### config.mk
export PLATFORM = sky130hd
export DESIGN_NAME = fp_exponent_logic
export DESIGN_NICKNAME = d
export VERILOG_FILES = /design/src/rtl/fp_exponent_logic.sv
export SDC_FILE = /design/constraint.sdc
export NUM_CORES = 1
export LEC_CHECK = 0
export CORE_UTILIZATION = 48
export DETAILED_ROUTE_END_ITERATION = 10
export PLACE_DENSITY = 0.9
export SKIP_LAST_GASP = 1
export SLEW_MARGIN = 20
export SYNTH_ARGS = -nofsm -noshare
export SYNTH_HDL_FRONTEND = slang
export SYNTH_SLANG_ARGS = --single-unit
### constraint.sdc
create_clock -name clk -period 2.2 [get_ports clk]
set_input_delay 0.55 -clock clk [delete_from_list [all_inputs] [get_ports clk]]
set_output_delay 0.55 -clock clk [all_outputs]
set_load 0.005 [all_outputs]
### src/rtl/fp_exponent_logic.sv
// Exponent datapath for FP multiply/divide: biased result exponent, 10-bit two's complement.
// Define EXP_INPUT_REG_EN to add an input register stage (latency 2 enabled edges).
module fp_exponent_logic #(
  parameter int unsigned EXP_W = 8,
  parameter int unsigned BIAS  = 127
) (
  input  logic             clk,
  input  logic             arst,
  input  logic             en,
  input  logic             sel,
  input  logic [EXP_W-1:0] e_a,
  input  logic [EXP_W-1:0] e_b,
  output logic [EXP_W+1:0] e
);

  localparam int unsigned RW = EXP_W + 2;
  localparam logic [RW-1:0] BiasC = RW'(BIAS);

  logic             op_sel;
  logic [EXP_W-1:0] op_a;
  logic [EXP_W-1:0] op_b;

`ifdef EXP_INPUT_REG_EN
  logic             sel_q;
  logic [EXP_W-1:0] a_q;
  logic [EXP_W-1:0] b_q;

  always_ff @(posedge clk or negedge arst) begin
    if (!arst) begin
      sel_q <= 1'b0;
      a_q   <= '0;
      b_q   <= '0;
    end else if (en) begin
      sel_q <= sel;
      a_q   <= e_a;
      b_q   <= e_b;
    end
  end

  assign op_sel = sel_q;
  assign op_a   = a_q;
  assign op_b   = b_q;
`else
  assign op_sel = sel;
  assign op_a   = e_a;
  assign op_b   = e_b;
`endif

  logic [RW-1:0] a_ext;
  logic [RW-1:0] b_op;
  logic [RW-1:0] bias_op;
  logic [RW-1:0] cin;
  logic [RW-1:0] r_d;

  // One adder: divide inverts B (with carry-in) and adds +BIAS; multiply adds -BIAS.
  always_comb begin
    a_ext   = {2'b00, op_a};
    b_op    = op_sel ? ~{2'b00, op_b} : {2'b00, op_b};
    bias_op = op_sel ? BiasC : (~BiasC + RW'(1));
    cin     = {{(RW-1){1'b0}}, op_sel};
    r_d     = a_ext + b_op + bias_op + cin;
  end

  always_ff @(posedge clk or negedge arst) begin
    if (!arst) begin
      e <= '0;
    end else if (en) begin
      e <= r_d;
    end
  end

endmodule

Yosys cells after proc, flatten, opt, wreduce, memory -nomap -nowiden
Cells that the tools add are included.
{"block": "classes", "n_bitwise": 1, "mux": 2, "addsub": 3}
{"op": "10-bit 2-to-1 mux", "n": 2}
{"op": "10-bit by 1-bit adder with 10-bit output", "n": 1}
{"op": "10-bit adder", "n": 1}
{"op": "8-bit by 10-bit adder with 10-bit output", "n": 1}
{"op": "8-bit inverter with 10-bit output", "n": 1}
{"block": "word_totals", "elab_cells": 7, "ff_bits": 10}

Longest topological paths before layout
{"block": "logic_depth", "depth_word": 5, "depth_mapped": 11, "mapped_depth_nobuf": 11}

Least setup slack after synthesis
No wires, ideal clock.
{"block": "synth_timing", "kind": "input to register", "from": "input sel", "to": "register e[8]", "n_path_buf": 0, "path_slack_ps": -392, "path_stages": 11, "setup_ps": 125, "t_arrival_ps": 2467, "required_ps": 2075, "path_cell_list": "inv_1 ha_1 xnor2_1 ha_1 inv_1 fa_1 nor2b_4 o31a_1 o32ai_2 xnor2_1 mux2_4"}
{"block": "synth_between", "elab_chain_len": 4, "elab_cells_between_ends": 5, "cone_classes": "3 x add/sub; 2 x mux"}
{"element": "start, declared", "line_no": "10", "source": "input logic sel,"}
{"element": "10-bit 2-to-1 mux", "line_no": "58", "source": "b_op = op_sel ? ~{2'b00, op_b} : {2'b00, op_b};"}
{"element": "8-bit by 10-bit adder with 10-bit output", "line_no": "61", "source": "r_d = a_ext + b_op + bias_op + cin;"}
{"element": "10-bit adder", "line_no": "61"}
{"element": "10-bit by 1-bit adder with 10-bit output (*)", "line_no": "61"}
{"element": "end signal, assigned", "line_no": "68", "source": "e <= r_d;"}
{"element": "end, declared", "line_no": "13", "source": "output logic [EXP_W+1:0] e"}
Mark *: on every way between the ends. The rest lies on a longest branch, timed or not.
A chain may end at the register's enable or synchronous reset.

Worst setup path in the final report
{"block": "layout_timing", "from": "input e_b[0]", "to": "register e[8]"}
{"block": "layout_between", "elab_chain_len": 5}
{"element": "start, declared", "line_no": "12", "source": "input logic [EXP_W-1:0] e_b,"}
{"element": "8-bit inverter with 10-bit output", "line_no": "58"}
{"element": "10-bit 2-to-1 mux (*)", "line_no": "58"}
{"element": "8-bit by 10-bit adder with 10-bit output (*)", "line_no": "61"}
{"element": "10-bit adder (*)", "line_no": "61"}
{"element": "10-bit by 1-bit adder with 10-bit output (*)", "line_no": "61"}
Marks and branches as above.

==> qor.csv <==
stage,metric,value,unit
run_status,status,"finished, violations left",
run_status,violations,setup timing,
yosys,synth_edf_count,0,
layout,largest_reg_flops,10,
layout,register_area,250,um^2
cts,cts.path.max_buffers,2,
worst_setup_path,endpoint,e[8]$_DFFE_PN0P_,
hold_path,hp-class,reg2reg,
die,coreArea,1710,um^2
sta,hold_viol,0,
worst_setup_path,required,2.36,ns
layout,fillers,95,
global_route,grt_max_degree,11,
worst_setup_path,critical-path-top-delay-family,adder cells,
cts,path_clk_slew,0.07,ns
worst_setup_path,crit_cells,12,
sta,rsz0062_at_grt,true,
worst_setup_path,cp-startpoint,e_b[0],
placed_design,gp_congestion,0.837,
die,ios,30,
yosys,ys_seq_elements,10,
drt,drc,0,
cts,cts.root.buffer_cell,clkbuf_4,
layout,reg_top3,e (10),
die,rows,15,
sta,holdWs,0.477,ns
drt,wl,2.83,mm
worst_setup_path,arrival,2.44,ns
drt,vias,938,
sta,setup_viol,2,
yosys,avgSynthCellArea,9.38,um^2
sta,max_slew_margin,67.7,%
worst_setup_path,max_stage_delay,0.36,ns
yosys,ys_seq_area_share,28.7,%
drt,firstDrtPassIters,4,
worst_setup_path,reg2reg_from,e[8]$_DFFE_PN0P_,
layout,drive_gt1_share,31.7,%
die,die-area,1990,um^2
yosys,async_flop_share,100,%
global_route,antenna_found_initial,0,
sta,worstMarginPinSlew,0.479,ns
job,drv_cap,0,
sta,fmax,0.438,GHz
layout,multi_input_comb_area,681,um^2
worst_setup_path,worstSetupEndpointType,register,
cts,cts_tree,yes,
yosys,ys_top_cells_by_area,"dfrtp_1, ha_1, o21ai_0",
layout,nNetsFinal,176,
global_route,grt_util_all_layers,26.4,%
die,start_util,51.1,%
yosys,yosysTopAreaCellShare,28.7,%
cts,clkLatencyLatePin,0.27,ns
placed_design,pre_cts_ws,-1.01,ns
sta,finClkSkew,0,ns
die,die_x,44.6,um
sta,report.final.slew_viol_count,0,
layout,regMostFlops,e,
placed_design,dp_hpwl,1.92,mm
cts,clock-sinks,10,
drt,drtAntennaViolNets,0,
sta,fin_crit_sh,104,%
worst_setup_path,cp-start-kind,input port,
yosys,syn_inst,93,
pwr,p_leak,0.721,nW
layout,utilization,88.2,%
sta,timing.final.ws_setup,-0.0818,ns
drt,wl_per_cell,16.6,um
layout,areaGrowthSynthToFinish,72.7,%
yosys,yosysMostFrequentCell,o21ai_0,
layout,num_antenna_cells,0,
placed_design,numPortBuffers,29,
cts,cts-buffers-inserted,3,
yosys,ys_top_cells_by_count,"o21ai_0, dfrtp_1, nand2_1, ha_1, xor2_1",
worst_setup_path,cp.buffers_inverters,3,
worst_setup_path,cp_cell_sequence,buf_8 -> inv_12 -> ha_4 -> xnor2_2 -> ha_2 -> inv_2 -> fa_2 -> nor2b_4 -> o31a_1 -> o32ai_2 -> xnor2_1 -> mux2_4,
die,fp.dieH,44.6,um
global_route,grt-ovfl-total,0,
worst_setup_path,r2r-end,e[8]$_DFFE_PN0P_,
global_route,grt_pass1_wl,3.75,mm
sta,post-route-min-period,2.28,ns
cts,htreeDepth,1,
worst_setup_path,rr_worst_depth,1,
yosys,synth_cell_types,28,
pwr,ir_drop,0.932,mV
worst_setup_path,slowest_stage,fa_2,
worst_setup_path,reg2reg_slack,1.43,ns
worst_setup_path,crit_type,in2reg,
yosys,netlist_area,872,um^2
worst_setup_path,crit_fanout,3,
drt,drt-vias-per-instance,5.52,
global_route,grt_pass1_vias,953,
yosys,ys_warn_count,0,
yosys,synth_nets,123,
yosys,synth_top_area_cell,dfrtp_1,
pwr,powerDensity,638,nW/um^2
drt,drt_iter0_markers,24,
yosys,synth_flop_cell,dfrtp_1,
[metal layers]
| metal | part of all wire (%) | up-vias | GRT usage, % |
|---|---|---|---|
| li1 | - | 444 | - |
| met1 | 35 | 446 | 26.8 |
| met2 | 57 | 38 | 50.3 |
| met3 | 4.5 | 10 | 9.39 |
| met4 | 2.8 | 0 | 7.27 |
| met5 | 0 | - | 0 |
[how the worst min path moves through the flow]
| stage | from | to | slack, ns | cells after the start |
|---|---|---|---|---|
| global route | e[4]$_DFFE_PN0P_ | e[4]$_DFFE_PN0P_ | 0.50 | 1 |
| global placement | e[4]$_DFFE_PN0P_ | e[4]$_DFFE_PN0P_ | 0.47 | 1 |
| floorplan | arst | e[0]$_DFFE_PN0P_ | 0.25 | 0 |
| CTS | e[4]$_DFFE_PN0P_ | e[4]$_DFFE_PN0P_ | 0.48 | 1 |
| detailed placement | e[6]$_DFFE_PN0P_ | e[6]$_DFFE_PN0P_ | 0.47 | 2 |
| finish | e[4]$_DFFE_PN0P_ | e[4]$_DFFE_PN0P_ | 0.48 | 1 |
[cell families after synthesis]
| kind of cell | share of synthesized area [%] |
|---|---|
| AOI/OAI and AO/OA | 27.1 |
| xor gates and xnor gates | 11.0 |
| adders and majority gates | 15.2 |
| buffers and inverters | 3.01 |
| DFF | 28.7 |
| muxes | 5.59 |
| and+or+nand+nor | 9.33 |
[cell usage in the layout, fill, tap and decap left out, types with 2 or more instances in the layout]
cell type / instances
a2111oi_4: 2
a211oi_1: 2
a21o_1: 2
a21oi_1: 2
buf_4: 20
buf_8: 2
clkbuf_4: 3
clkdlybuf4s50_1: 15
dfrtp_1: 10
dlygate4sd2_1: 4
dlymetal6s2s_1: 8
ha_1: 5
ha_2: 3
inv_1: 2
mux2_2: 3
nand2_1: 10
nor2_1: 3
o21a_1: 5
o21ai_0: 8
o21ai_1: 4
o2bb2ai_1: 2
xnor2_1: 4
xor2_1: 5
[per-stage QoR]
stage	cells	setup TNS, ns	total power, W	instance area (um^2)
2_1_floorplan	93	-0.421	0.000485	917
3_3_place_gp	164	-6.02	0.000711	1370
3_5_place_dp	164	-6.58	0.000735	1370
4_1_cts	169	-0.0892	0.000923	1440
5_1_grt	170	-0.271	0.00101	1510
6_report	170	-0.114	0.000960	1510
[report_power, final]
| part | leakage (nW) | total [W] | internal, W | switching (W) |
|---|---|---|---|---|
| combinational | 0.580 | 0.000532 | 0.000313 | 0.000220 |
| sequential | 0.120 | 0.000262 | 0.000234 | 0.0000281 |
| clock | 0.0210 | 0.000167 | 0.000101 | 0.0000659 |
| total | 0.721 | 0.000960 | 0.000647 | 0.000314 |
[what timing repair did]
| action | in CTS | in global routing |
|---|---|---|
| pin swaps | 13 | 13 |
| hold buffers | 0 | 0 |
| endpoints found under the setup margin | 9 | 6 |
| cloned | 0 | 0 |
| setup buffers | 1 | 1 |
| gates resized for setup | 27 | 15 |
[layout make-up]
| class | instances | share of cell area, % |
|---|---|---|
| clock buffer | 4 | 2.41 |
| timing repair buffer | 49 | 30.9 |
| multi-input combinational | 76 | 45.2 |
| inverter | 6 | 2.82 |
| tap | 25 | 2.08 |
| sequential | 10 | 16.6 |
Power figures use the tool's default switching activity.
